File: config.mk
export PLATFORM = sky130hd
export DESIGN_NAME = dma_block_reader_flat
export DESIGN_NICKNAME = d
export VERILOG_FILES = /design/src/rtl/dma_pkg.sv /design/src/rtl/dma_block_reader_if.sv /design/src/rtl/dma_block_reader.sv /design/src/flat_wrapper.sv
export SDC_FILE = /design/constraint.sdc
export NUM_CORES = 1
export LEC_CHECK = 0
export ABC_CLOCK_PERIOD_IN_PS = 3730
export CAP_MARGIN = 20
export CORE_UTILIZATION = 41
export DETAILED_ROUTE_END_ITERATION = 12
export PLACE_DENSITY = 0.67
export SLEW_MARGIN = 10
export SYNTH_ARGS = -nofsm -noshare
export SYNTH_HDL_FRONTEND = slang
export SYNTH_SLANG_ARGS = --single-unit
File: constraint.sdc
create_clock -name clk -period 3.73 [get_ports clk]
set_input_delay 0.373 -clock clk [delete_from_list [all_inputs] [get_ports clk]]
set_output_delay 0.373 -clock clk [all_outputs]
set_load 0.01 [all_outputs]
File: src/rtl/dma_pkg.sv
// Shared definitions for the DMA engines on the IO-path memory.
// Holds the read-side state enum and the default memory geometry so the
// future write-side engine can reuse the same constants.
// No ports: the package only holds types and constants.
package dma_pkg;

   localparam int DMA_ADDR_W    = 16;
   localparam int DMA_DATA_W    = 8;
   localparam int DMA_MEM_DEPTH = 32768;
   localparam int DMA_MEM_LAT   = 1;

   typedef enum logic [1:0] {
      IDLE,
      ISSUE,
      PRESENT,
      DONE
   } dma_state_e;

endpackage

File: src/rtl/dma_block_reader_if.sv
// Memory-port and output-stream bundle for the DMA block reader.
// Ports (signals):
//   mem_address, mem_read_signal, mem_write_signal : engine -> memory
//   mem_dataout                                    : memory -> engine
//   out_data, out_valid, out_last                  : engine -> consumer
//   out_ready                                      : consumer -> engine
// Modports: master = DMA engine side, slave = memory/consumer side.
interface dma_block_reader_if
   import dma_pkg::*;
#(
   parameter int ADDR_W = DMA_ADDR_W,
   parameter int DATA_W = DMA_DATA_W
) ();

   logic [ADDR_W-1:0] mem_address;
   logic              mem_read_signal;
   logic              mem_write_signal;
   logic [DATA_W-1:0] mem_dataout;
   logic [DATA_W-1:0] out_data;
   logic              out_valid;
   logic              out_ready;
   logic              out_last;

   modport master (
      output mem_address, mem_read_signal, mem_write_signal,
      output out_data, out_valid, out_last,
      input  mem_dataout, out_ready
   );

   modport slave (
      input  mem_address, mem_read_signal, mem_write_signal,
      input  out_data, out_valid, out_last,
      output mem_dataout, out_ready
   );

endinterface

File: src/rtl/dma_block_reader.sv
// DMA read initiator: takes a (src_addr, length) command, reads the bytes
// one at a time from the byte-wide memory and streams them out on a
// valid/ready port with out_last on the final byte.
// Ports:
//   clk, rst          : clock, synchronous active-high reset
//   start             : command strobe, only looked at while idle
//   src_addr, length  : command (first byte address, byte count, 0 legal)
//   busy, done, err   : status (busy while active, one-cycle done pulse,
//                       err = last command was out of range)
//   bus (master)      : memory read port and output stream
module dma_block_reader
   import dma_pkg::*;
#(
   parameter int ADDR_W    = DMA_ADDR_W,
   parameter int DATA_W    = DMA_DATA_W,
   parameter int MEM_DEPTH = DMA_MEM_DEPTH,
   parameter int MEM_LAT   = DMA_MEM_LAT
) (
   input  logic              clk,
   input  logic              rst,
   input  logic              start,
   input  logic [ADDR_W-1:0] src_addr,
   input  logic [ADDR_W-1:0] length,
   output logic              busy,
   output logic              done,
   output logic              err,
   dma_block_reader_if.master bus
);

   localparam int              WAIT_W    = (MEM_LAT > 1) ? $clog2(MEM_LAT) : 1;
   localparam logic [WAIT_W-1:0] WAIT_LAST = WAIT_W'(MEM_LAT - 1);
   localparam logic [ADDR_W:0]   DEPTH_LIM = (ADDR_W+1)'(MEM_DEPTH);

   dma_state_e        state, state_next;
   logic [ADDR_W-1:0] cur_addr;
   logic [ADDR_W-1:0] remaining;
   logic [ADDR_W-1:0] addr_q;
   logic [WAIT_W-1:0] wait_cnt;
   logic [DATA_W-1:0] data_q;
   logic              err_q;
   logic [ADDR_W:0]   end_addr;
   logic              cmd_bad;
   logic              cmd_accept;
   logic              read_last;
   logic              handshake;

   // One extra bit so a command ending exactly at the top of the address
   // space cannot wrap and slip past the range check.
   assign end_addr = {1'b0, src_addr} + {1'b0, length};

   // Next-state logic plus the single-cycle event flags the datapath uses.
   // Zero-length commands take the DONE path without touching err.
   always_comb begin
      state_next = state;
      cmd_bad    = 1'b0;
      cmd_accept = 1'b0;
      read_last  = 1'b0;
      handshake  = 1'b0;
      case (state)
         IDLE: begin
            if (start) begin
               if (length == '0) begin
                  state_next = DONE;
               end else if (end_addr > DEPTH_LIM) begin
                  cmd_bad    = 1'b1;
                  state_next = DONE;
               end else begin
                  cmd_accept = 1'b1;
                  state_next = ISSUE;
               end
            end
         end
         ISSUE: begin
            if (wait_cnt == WAIT_LAST) begin
               read_last  = 1'b1;
               state_next = PRESENT;
            end
         end
         PRESENT: begin
            if (bus.out_ready) begin
               handshake  = 1'b1;
               state_next = (remaining == ADDR_W'(1)) ? DONE : ISSUE;
            end
         end
         DONE:    state_next = IDLE;
         default: state_next = IDLE;
      endcase
   end

   // State register; reset mid-command simply drops back to IDLE so no
   // done pulse is produced for the aborted command.
   always_ff @(posedge clk) begin
      if (rst) begin
         state <= IDLE;
      end else begin
         state <= state_next;
      end
   end

   // Command datapath. addr_q drives the memory and is only reloaded when a
   // new read is about to start, so the address holds outside ISSUE while
   // cur_addr already points at the next byte.
   always_ff @(posedge clk) begin
      if (rst) begin
         cur_addr  <= '0;
         remaining <= '0;
         addr_q    <= '0;
         wait_cnt  <= '0;
         data_q    <= '0;
         err_q     <= 1'b0;
      end else begin
         if (cmd_bad) begin
            err_q <= 1'b1;
         end
         if (cmd_accept) begin
            err_q     <= 1'b0;
            cur_addr  <= src_addr;
            remaining <= length;
            addr_q    <= src_addr;
            wait_cnt  <= '0;
         end
         if (state == ISSUE) begin
            wait_cnt <= read_last ? '0 : wait_cnt + 1'b1;
         end
         if (read_last) begin
            data_q <= bus.mem_dataout;
         end
         if (handshake) begin
            remaining <= remaining - 1'b1;
            cur_addr  <= cur_addr + 1'b1;
            if (remaining != ADDR_W'(1)) begin
               addr_q <= cur_addr + 1'b1;
            end
         end
      end
   end

   assign bus.mem_address      = addr_q;
   assign bus.mem_read_signal  = (state == ISSUE);
   assign bus.mem_write_signal = 1'b0;
   assign bus.out_data         = data_q;
   assign bus.out_valid        = (state == PRESENT);
   assign bus.out_last         = (state == PRESENT) && (remaining == ADDR_W'(1));
   assign busy                 = (state != IDLE);
   assign done                 = (state == DONE);
   assign err                  = err_q;

endmodule
File: src/flat_wrapper.sv
// flat-port wrapper written by rule: the top's interface ports become plain ports
module dma_block_reader_flat import dma_pkg::*;
#(
   parameter int ADDR_W    = DMA_ADDR_W,
   parameter int DATA_W    = DMA_DATA_W,
   parameter int MEM_DEPTH = DMA_MEM_DEPTH,
   parameter int MEM_LAT   = DMA_MEM_LAT
)
  (clk, rst, start, src_addr, length, busy, done, err, bus_mem_address, bus_mem_read_signal, bus_mem_write_signal, bus_out_data, bus_out_valid, bus_out_last, bus_mem_dataout, bus_out_ready);
  dma_block_reader_if #(.ADDR_W(ADDR_W), .DATA_W(DATA_W)) bus_i ();
  input  logic clk;
  input  logic rst;
  input  logic start;
  input  logic [ADDR_W-1:0] src_addr;
  input  logic [ADDR_W-1:0] length;
  output logic busy;
  output logic done;
  output logic err;
  output wire logic [$bits(bus_i.mem_address)-1:0] bus_mem_address;
  output wire logic [$bits(bus_i.mem_read_signal)-1:0] bus_mem_read_signal;
  output wire logic [$bits(bus_i.mem_write_signal)-1:0] bus_mem_write_signal;
  output wire logic [$bits(bus_i.out_data)-1:0] bus_out_data;
  output wire logic [$bits(bus_i.out_valid)-1:0] bus_out_valid;
  output wire logic [$bits(bus_i.out_last)-1:0] bus_out_last;
  input wire logic [$bits(bus_i.mem_dataout)-1:0] bus_mem_dataout;
  input wire logic [$bits(bus_i.out_ready)-1:0] bus_out_ready;
  assign bus_mem_address = bus_i.mem_address;
  assign bus_mem_read_signal = bus_i.mem_read_signal;
  assign bus_mem_write_signal = bus_i.mem_write_signal;
  assign bus_out_data = bus_i.out_data;
  assign bus_out_valid = bus_i.out_valid;
  assign bus_out_last = bus_i.out_last;
  assign bus_i.mem_dataout = bus_mem_dataout;
  assign bus_i.out_ready = bus_out_ready;
  dma_block_reader #(.ADDR_W(ADDR_W), .DATA_W(DATA_W), .MEM_DEPTH(MEM_DEPTH), .MEM_LAT(MEM_LAT)) u_core (.clk(clk), .rst(rst), .start(start), .src_addr(src_addr), .length(length), .busy(busy), .done(done), .err(err), .bus(bus_i));
endmodule
==> results of run 1 <==
==> stage by stage <==
stage	instances	setup TNS (ns)	util [%]
6_report	791	0	59.0
5_1_grt	791	0	59.0
4_1_cts	787	0	58.0
3_5_place_dp	771	-14.84	55.7
3_3_place_gp	771	-13.32	55.7
2_1_floorplan	527	0	-
==> cell usage after synthesis (6+ instances only) <==
library cell,instances,share of area (%)
a31oi_1,16,2.4
nand2b_1,9,1.3
nand3_1,37,4.4
or3_1,7,1.0
o221a_2,9,2.4
ha_1,19,5.7
xnor2_1,13,2.7
nand2_1,36,3.2
clkbuf_1,20,1.8
inv_1,17,1.5
o221a_1,10,2.7
nor2_1,42,3.8
and3_1,8,1.2
a21oi_1,50,6.0
xor2_1,7,1.5
a211oi_1,6,1.1
mux2i_1,11,2.6
o21ai_0,30,3.6
nor3_1,13,1.6
nor4_1,11,1.6
dfxtp_1,60,29
a32o_1,8,1.9
==> flip-flops by register name, summed over array words and instances (netlist names) <==
register                count
u_core.wait_cnt             1
u_core.bus.mem_address     16
u_core.err                  1
u_core.bus.out_data         8
u_core.cur_addr            16
u_core.state                2
u_core.remaining           16
==> cells in the final DEF (no fill, tap or decap), types with 10 or more instances in the layout <==
cell and instances:
nand3_1 37, nand2_1 36, nor2_1 42, o21ai_0 30, xnor2_1 13, o221a_1 10
dfxtp_1 60, a31oi_1 16, nor4_1 10, ha_1 18, buf_4 71, a21oi_1 50
clkdlybuf4s50_1 70, inv_1 17, nor3_1 13, mux2i_1 11
==> worst paths after layout <==
kind	from	endpoint	slack (ns)	cells after the start
setup / recovery	u_core.remaining[4]$_SDFFE_PP0P_	bus_out_last	0.12	6
hold / removal	u_core.wait_cnt$_SDFFE_PP0P_	u_core.wait_cnt$_SDFFE_PP0P_	0.47	2
setup reg to reg	u_core.remaining[4]$_SDFFE_PP0P_	u_core.bus.mem_address[8]$_SDFF_PP0_	0.58	8
hold reg to reg	u_core.wait_cnt$_SDFFE_PP0P_	u_core.wait_cnt$_SDFFE_PP0P_	0.47	2
==> timing repair <==
action	4_1_cts	5_1_grt
endpoints found under the setup margin	1	6
resized for setup	2	11
hold buffers	0	0
setup buffers	0	4
pin swaps	0	3
==> power by group <==
| group | total (mW) | switching (mW) | internal (mW) |
|---|---|---|---|
| clock | 0.687 | 0.307 | 0.381 |
| combinational | 0.972 | 0.506 | 0.466 |
| sequential | 0.820 | 0.0867 | 0.734 |
| total | 2.48 | 0.900 | 1.58 |
==> final cells by class <==
type | count | area, um2 | area share (%)
multi-input cells | 418 | 2830 | 48.9
repair buffers | 146 | 1300 | 22.5
flip-flops and latches | 60 | 1200 | 20.7
well taps | 133 | 166 | 2.87
clock buffers | 9 | 124 | 2.14
clock inverters | 7 | 98.8 | 1.71
inverters | 18 | 67.6 | 1.17
==> layer usage <==
metal	vias up	wire length [um]	global-route usage, %
li1	2252	-	-
met5	-	0	0
met1	2221	6180	36.4
met4	0	489	10.1
met3	45	1200	5.97
met2	220	6560	46.2
==> cell families (layout without fill, tap and decap cells) <==
group | Yosys count | in the layout | share of synthesized area, %
buf+inv | 49 | 180 | 5.34
mux | 12 | 12 | 2.90
xor+xnor | 20 | 20 | 4.18
fa+ha+maj | 20 | 20 | 6.15
compound gates | 172 | 172 | 28.7
flops | 60 | 60 | 28.7
simple gates | 193 | 193 | 23.9
other cells | 1 | 1 | 0.0895
==> critical path, stage by stage, from the launching register on <==
cell             delay (ns)
dfxtp_1                0.36
or4_1                  0.68
nor4_4                 0.26
or4b_1                 0.54
nor3_2                 0.34
and2_1                 0.18
clkdlybuf4s50_1        0.54
==> report_table.html, run 1 <==
<table>
<tr><th>Metric</th><th>Value</th></tr>
<tr><th colspan="2">Outcome</th></tr>
<tr><td>Result of the run</td><td>finished, final reports clean</td></tr>
<tr><th colspan="2">Timing</th></tr>
<tr><td>Worst path setup slack after routing</td><td>0.116 ns</td></tr>
<tr><td>Number of hold violations in the final report</td><td>0</td></tr>
<tr><td>Worst-case headroom to the max-slew limit</td><td>45.8%</td></tr>
<tr><td>Slew of the pin with the lowest slew margin</td><td>0.810 ns</td></tr>
<tr><td>Setup skew after layout</td><td>0.0176 ns</td></tr>
<tr><td>Final Cycle Share</td><td>96.9%</td></tr>
<tr><td>Final critical path time including I/O delays and setup</td><td>3.61 ns</td></tr>
<tr><td>Final Setup Violations</td><td>0</td></tr>
<tr><td>Fin Hold WS</td><td>0.472 ns</td></tr>
<tr><td>Unrepaired setup endpoints after global routing</td><td>no</td></tr>
<tr><td>Fmax</td><td>277 MHz</td></tr>
<tr><td>Max-slew violations</td><td>0</td></tr>
<tr><th colspan="2">Drt</th></tr>
<tr><td>Routed vias/inst</td><td>5.99</td></tr>
<tr><td>Total iterations of the first detailed-routing run</td><td>5</td></tr>
<tr><td>Number of nets with antenna violations after routing</td><td>0</td></tr>
<tr><td>Detailed router's first-iteration violation count</td><td>330</td></tr>
<tr><td>Total vias in the final route</td><td>4,738</td></tr>
<tr><td>WL per Instance</td><td>18.3 um</td></tr>
<tr><td># DRC</td><td>0</td></tr>
<tr><td>DRT Wirelength</td><td>14,400 um</td></tr>
<tr><th colspan="2">Pwr</th></tr>
<tr><td>P_leak</td><td>2.24 nW</td></tr>
<tr><td>Cell Pwr Density</td><td>428 nW/um2</td></tr>
<tr><td>Total chip power</td><td>2.48 mW</td></tr>
<tr><td>Worst-case vdd ir drop</td><td>292 uV</td></tr>
<tr><th colspan="2">Logic synthesis</th></tr>
<tr><td>Unique cell type count in the Yosys netlist</td><td>71</td></tr>
<tr><td>Synthesis Warnings</td><td>0</td></tr>
<tr><td>Post-synth design cell area</td><td>4190 um2</td></tr>
<tr><td>Average footprint of a synthesized cell</td><td>7.95 um2</td></tr>
<tr><td>#FFs+latches synth</td><td>60</td></tr>
<tr><td>EDFF count, synth</td><td>0</td></tr>
<tr><td>Nets in the synthesized netlist</td><td>591</td></tr>
<tr><td>Proportion of synthesized flip-flops having asynchronous set or reset</td><td>0%</td></tr>
<tr><td>Fraction of the yosys area taken by sequential cells</td><td>28.7%</td></tr>
<tr><td>Main synth FF type</td><td>dfxtp_1</td></tr>
<tr><td>Cells after synthesis</td><td>527</td></tr>
<tr><th colspan="2">Global routing</th></tr>
<tr><td>Wire length of the first global-routing pass</td><td>22,800 um</td></tr>
<tr><td>Maximum number of pins on one net before global-route repair</td><td>43</td></tr>
<tr><td>Initial antenna violation count</td><td>0</td></tr>
<tr><td>Via count of the first global-routing pass</td><td>4,481</td></tr>
<tr><td>Gr ovfl total</td><td>0</td></tr>
<tr><td>Total routing resource utilization after global routing</td><td>28.2%</td></tr>
<tr><th colspan="2">Clock network</th></tr>
<tr><td>Clock tree root driver cell</td><td>clkbuf_8</td></tr>
<tr><td>Number of clock sinks</td><td>60</td></tr>
<tr><td>TritonCTS clock tree</td><td>built</td></tr>
<tr><td>CTS max path bufs</td><td>2</td></tr>
<tr><td>Clock buffers created by TritonCTS</td><td>9</td></tr>
<tr><td>Clock insertion delay at the later pin of the skew report</td><td>0.36 ns</td></tr>
<tr><td>Clock transition at the registers of the reported paths</td><td>0.07 ns</td></tr>
<tr><td>H-tree levels</td><td>3</td></tr>
<tr><th colspan="2">Setup path</th></tr>
<tr><td>Endpoint required time on the critical path</td><td>3.36 ns</td></tr>
<tr><td>Largest driver fanout on the critical path</td><td>6</td></tr>
<tr><td>Startpoint type of the worst setup path</td><td>flop</td></tr>
<tr><td>Setup crit end kind</td><td>output port</td></tr>
<tr><td>Path type of the worst setup path</td><td>reg -&gt; out</td></tr>
<tr><td>Crit path arrival time</td><td>3.24 ns</td></tr>
<tr><th colspan="2">Min path</th></tr>
<tr><td>Hold Path Class</td><td>reg -&gt; reg</td></tr>
<tr><th colspan="2">Floorplanning</th></tr>
<tr><td>Starting density of the core</td><td>42.7%</td></tr>
<tr><td>Total core area</td><td>9820 um2</td></tr>
<tr><td>Chip width</td><td>103 um</td></tr>
<tr><td>I/O pin count</td><td>75</td></tr>
<tr><td>Die outline area</td><td>10,600 um2</td></tr>
<tr><td>Placement Rows</td><td>36</td></tr>
<tr><td>Die Y</td><td>103 um</td></tr>
<tr><th colspan="2">Placement</th></tr>
<tr><td>Placed cell area</td><td>5470 um2</td></tr>
<tr><td>Worst setup slack before clock tree synthesis</td><td>-0.453 ns</td></tr>
<tr><td>Detailed-placement wirelength estimate</td><td>10,800 um</td></tr>
<tr><td>Final estimated routing congestion in global placement</td><td>0.907</td></tr>
<tr><td>Number of port buffers</td><td>73</td></tr>
<tr><th colspan="2">Cells and area</th></tr>
<tr><td>Area Overhead vs Synth</td><td>38.2%</td></tr>
<tr><td>Fraction of final layout cells sized beyond drive strength 1</td><td>18.1%</td></tr>
<tr><td>Post-route cell area</td><td>5790 um2</td></tr>
<tr><td>Layout net count</td><td>717</td></tr>
<tr><td>Filler cell count in the final layout</td><td>934</td></tr>
<tr><td>Diodes inserted</td><td>0</td></tr>
<tr><th colspan="2">Run</th></tr>
<tr><td>Max-cap violations</td><td>0</td></tr>
</table>
No activity file was read; power rests on OpenSTA's default activity.
==> run 2: changes to the inputs <==
--- a/config.mk
+++ b/config.mk
@@ -10,7 +10,6 @@
 export CORE_UTILIZATION = 41
 export DETAILED_ROUTE_END_ITERATION = 12
 export PLACE_DENSITY = 0.67
-export SLEW_MARGIN = 10
 export SYNTH_ARGS = -nofsm -noshare
 export SYNTH_HDL_FRONTEND = slang
 export SYNTH_SLANG_ARGS = --single-unit
==> results of run 2 <==
No change in the layout: final DEF, timing and power equal those of run 1.
==> run 3: changes to the inputs <==
--- a/config.mk
+++ b/config.mk
@@ -9,7 +9,9 @@
 export CAP_MARGIN = 20
 export CORE_UTILIZATION = 41
 export DETAILED_ROUTE_END_ITERATION = 12
-export PLACE_DENSITY = 0.67
+export DONT_BUFFER_PORTS = 1
+export GPL_ROUTABILITY_DRIVEN = 0
+export PLACE_DENSITY = 0.54
 export SYNTH_ARGS = -nofsm -noshare
 export SYNTH_HDL_FRONTEND = slang
 export SYNTH_SLANG_ARGS = --single-unit
==> report_table.html, run 3 (synthesis results as in run 1) <==
<table>
<tr><th>Metric</th><th>Value</th></tr>
<tr><th colspan="2">Outcome</th></tr>
<tr><td>Result of the run</td><td>finished, final reports clean</td></tr>
<tr><th colspan="2">Pwr</th></tr>
<tr><td>Cell-internal power</td><td>1.42 mW (-10%)</td></tr>
<tr><td>Total chip power</td><td>2.21 mW (-11%)</td></tr>
<tr><td>Power share of the clock group</td><td>30.6% (+2.9 points)</td></tr>
<tr><td>Worst-case vdd ir drop</td><td>230 uV (-21%)</td></tr>
<tr><td>Switching part of the total</td><td>35.9% (-0.37 points)</td></tr>
<tr><td>Combinational share of power</td><td>31.3% (-7.9 points)</td></tr>
<tr><td>Reg power frac</td><td>38.2% (+5.1 points)</td></tr>
<tr><td>Total net switching power</td><td>0.793 mW (-12%)</td></tr>
<tr><td>Cell Pwr Density</td><td>486 nW/um2 (+13%)</td></tr>
<tr><td>P_leak</td><td>1.66 nW (-26%)</td></tr>
<tr><th colspan="2">Run</th></tr>
<tr><td>Max-cap violations</td><td>0 (unchanged)</td></tr>
<tr><th colspan="2">Placement</th></tr>
<tr><td>Number of port buffers</td><td>0 (-100%)</td></tr>
<tr><td>Detailed-placement wirelength estimate</td><td>10,100 um (-5.9%)</td></tr>
<tr><th colspan="2">Timing</th></tr>
<tr><td>Setup skew after layout</td><td>0.0144 ns (-0.00328 ns)</td></tr>
<tr><td>Final critical path time including I/O delays and setup</td><td>3.27 ns (-0.344 ns)</td></tr>
<tr><td>Number of hold violations in the final report</td><td>0 (unchanged)</td></tr>
<tr><td>Worst-case headroom to the max-slew limit</td><td>45.9% (+0.15 points)</td></tr>
<tr><td>Final Cycle Share</td><td>87.7% (-9.2 points)</td></tr>
<tr><td>Unrepaired setup endpoints after global routing</td><td>no</td></tr>
<tr><td>Final Setup Violations</td><td>0 (unchanged)</td></tr>
<tr><td>Fmax</td><td>306 MHz (+11%)</td></tr>
<tr><td>Slew of the pin with the lowest slew margin</td><td>0.808 ns (-0.00218 ns)</td></tr>
<tr><td>TNS Setup</td><td>0 ns (unchanged)</td></tr>
<tr><td>Max-slew violations</td><td>0 (unchanged)</td></tr>
<tr><th colspan="2">Cells and area</th></tr>
<tr><td>Layout net count</td><td>586 (-18%)</td></tr>
<tr><td>Filler cell count in the final layout</td><td>1,032 (+10%)</td></tr>
<tr><td>Commonest cells after routing, fill and taps aside</td><td>dfxtp_1 (60), a21oi_1 (50), nor2_1 (42)</td></tr>
<tr><td>Most frequent standard cell in the layout excluding fill and tap cells</td><td>dfxtp_1</td></tr>
<tr><td>Area Overhead vs Synth</td><td>8.42%</td></tr>
<tr><td>Fraction of final layout cells sized beyond drive strength 1</td><td>10.4% (-7.6 points)</td></tr>
<tr><td>Diodes inserted</td><td>0 (unchanged)</td></tr>
<tr><th colspan="2">Setup path</th></tr>
<tr><td>Worst reg2reg setup slack</td><td>0.56 ns (-0.02 ns)</td></tr>
<tr><td>Crit path arrival time</td><td>3.56 ns (+0.32 ns)</td></tr>
<tr><td>Depth of the worst register-to-register path</td><td>8 (unchanged)</td></tr>
<tr><td>Setup crit end kind</td><td>flop</td></tr>
<tr><td>Reg-to-reg startpoint</td><td>u_core.remaining[4]$_SDFFE_PP0P_</td></tr>
<tr><td>Endpoint required time on the critical path</td><td>4.02 ns (+0.66 ns)</td></tr>
<tr><td>Path type of the worst setup path</td><td>in -&gt; reg</td></tr>
<tr><td>Largest driver fanout on the critical path</td><td>18 (+12)</td></tr>
<tr><td>Startpoint type of the worst setup path</td><td>input pin</td></tr>
<tr><td>Worst reg2reg endpoint</td><td>u_core.bus.mem_address[6]$_SDFF_PP0_</td></tr>
<tr><th colspan="2">Clock network</th></tr>
<tr><td>H-tree levels</td><td>3 (unchanged)</td></tr>
<tr><td>Clock transition at the registers of the reported paths</td><td>0.08 ns (about the same)</td></tr>
<tr><td>TritonCTS clock tree</td><td>built</td></tr>
<tr><td>Total of hold buffers inserted after clock tree synthesis</td><td>0 (unchanged)</td></tr>
<tr><td>Clock tree root driver cell</td><td>clkbuf_8</td></tr>
<tr><td>Number of clock sinks</td><td>60 (unchanged)</td></tr>
<tr><td># Post-CTS Setup Buffers</td><td>0 (unchanged)</td></tr>
<tr><td>Post-CTS Resized</td><td>0 (-2)</td></tr>
<tr><td>CTS max path bufs</td><td>2 (unchanged)</td></tr>
<tr><td>Clock buffers created by TritonCTS</td><td>9 (unchanged)</td></tr>
<tr><td>Clock insertion delay at the later pin of the skew report</td><td>0.35 ns (about the same)</td></tr>
<tr><th colspan="2">Global routing</th></tr>
<tr><td>Initial antenna violation count</td><td>0 (unchanged)</td></tr>
<tr><td>Total routing resource utilization after global routing</td><td>27.0% (-1.1 points)</td></tr>
<tr><td>Maximum number of pins on one net before global-route repair</td><td>62 (+44%)</td></tr>
<tr><td>Gr ovfl total</td><td>0 (unchanged)</td></tr>
<tr><td>Via count of the first global-routing pass</td><td>3,958 (-12%)</td></tr>
<tr><td>Wire length of the first global-routing pass</td><td>21,400 um (-6.1%)</td></tr>
<tr><th colspan="2">Floorplanning</th></tr>
<tr><td>Die outline area</td><td>10,600 um2 (unchanged)</td></tr>
<tr><td>Starting density of the core</td><td>42.7% (unchanged)</td></tr>
<tr><td>Die Y</td><td>103 um (unchanged)</td></tr>
<tr><td>Chip width</td><td>103 um (unchanged)</td></tr>
<tr><td>I/O pin count</td><td>75 (unchanged)</td></tr>
<tr><td>Placement Rows</td><td>36 (unchanged)</td></tr>
<tr><td>Total core area</td><td>9820 um2 (unchanged)</td></tr>
<tr><th colspan="2">Drt</th></tr>
<tr><td># DRC</td><td>0 (unchanged)</td></tr>
<tr><td>Met3 routed wirelength</td><td>1080 um (-10%)</td></tr>
<tr><td>WL met1</td><td>6010 um (-2.7%)</td></tr>
<tr><td>Total iterations of the first detailed-routing run</td><td>5 (unchanged)</td></tr>
<tr><td>DRT Wirelength</td><td>13,600 um (-5.8%)</td></tr>
<tr><td>Number of nets with antenna violations after routing</td><td>0 (unchanged)</td></tr>
<tr><td>Met2 WL post-DR</td><td>6030 um (-8.1%)</td></tr>
<tr><td>Total vias in the final route</td><td>4,185 (-12%)</td></tr>
<tr><td>Highest metal layer with signal wires</td><td>met4</td></tr>
<tr><td>Routed vias/inst</td><td>6.34 (+5.9%)</td></tr>
<tr><td>WL per Instance</td><td>20.6 um (+13%)</td></tr>
<tr><td>Detailed router's first-iteration violation count</td><td>311 (-5.8%)</td></tr>
<tr><th colspan="2">Min path</th></tr>
<tr><td>Hold Path Class</td><td>in -&gt; reg</td></tr>
<tr><td>Number of cells on the worst hold path</td><td>1 (-1)</td></tr>
<tr><td>End point of the most critical hold path</td><td>u_core.remaining[1]$_SDFFE_PP0P_</td></tr>
<tr><td>Start point of the worst min-delay path</td><td>rst</td></tr>
</table>
## run 3: critical path: stages
cell and delay (ns):
ha_1 0.21, fa_1 0.43, and3_1 0.22, or3_1 0.31
a22oi_1 0.19, o2111ai_1 0.14, or4_4 0.58, or4_4 0.65
nand3_4 0.23, o221a_1 0.22
## run 3: power by group through the flow
| stage | logic (mW) | clock network [mW] | registers [mW] |
|---|---|---|---|
| floorplan | 0.541 | 0 | 0.828 |
| global route | 0.768 | 0.705 | 0.857 |
| finish | 0.691 | 0.675 | 0.843 |
| global placement | 0.669 | 0 | 0.855 |
| detailed placement | 0.682 | 0 | 0.856 |
| CTS | 0.685 | 0.686 | 0.842 |
## run 3: final cells by class
class	instances	area, um2	share of cell area, %
multi-input cells	418	2770	61.0
flip-flops and latches	60	1200	26.4
clock buffers	10	138	3.03
repair buffers	15	113	2.48
well taps	133	166	3.66
clock inverters	6	87.6	1.93
inverters	18	67.6	1.49
## run 3: how the worst max path moves through the flow
stage / start / end / cells past startpoint
floorplan: src_addr[0] / u_core.cur_addr[13]$_SDFFE_PP0P_ / 12
global placement: src_addr[0] / u_core.bus.mem_address[6]$_SDFF_PP0_ / 9
detailed placement: src_addr[0] / u_core.bus.mem_address[11]$_SDFF_PP0_ / 10
CTS: u_core.remaining[4]$_SDFFE_PP0P_ / bus_out_last / 5
global route: u_core.remaining[4]$_SDFFE_PP0P_ / bus_out_last / 5
finish: src_addr[0] / u_core.bus.mem_address[1]$_SDFF_PP0_ / 10
## run 3: layer usage
layer / vias to the layer above / track usage, %
li1: 1994 / -
met1: 1988 / 36.0
met2: 172 / 41.1
met3: 31 / 6.10
met4: 0 / 13.1
met5: - / 0
## run 3: metrics by stage
step	instances	hold slack [ns]	util [%]	setup WS (ns)	instance area [um2]
5_1_grt	660	0.0831	46.3	0.359	4540
3_5_place_dp	644	0.450	44.0	0.138	4320
4_1_cts	660	0.0677	46.3	0.506	4540
3_3_place_gp	644	0.450	44.0	0.218	4320
6_report	660	0.0816	46.3	0.460	4540
2_1_floorplan	527	0.441	-	0.358	4190
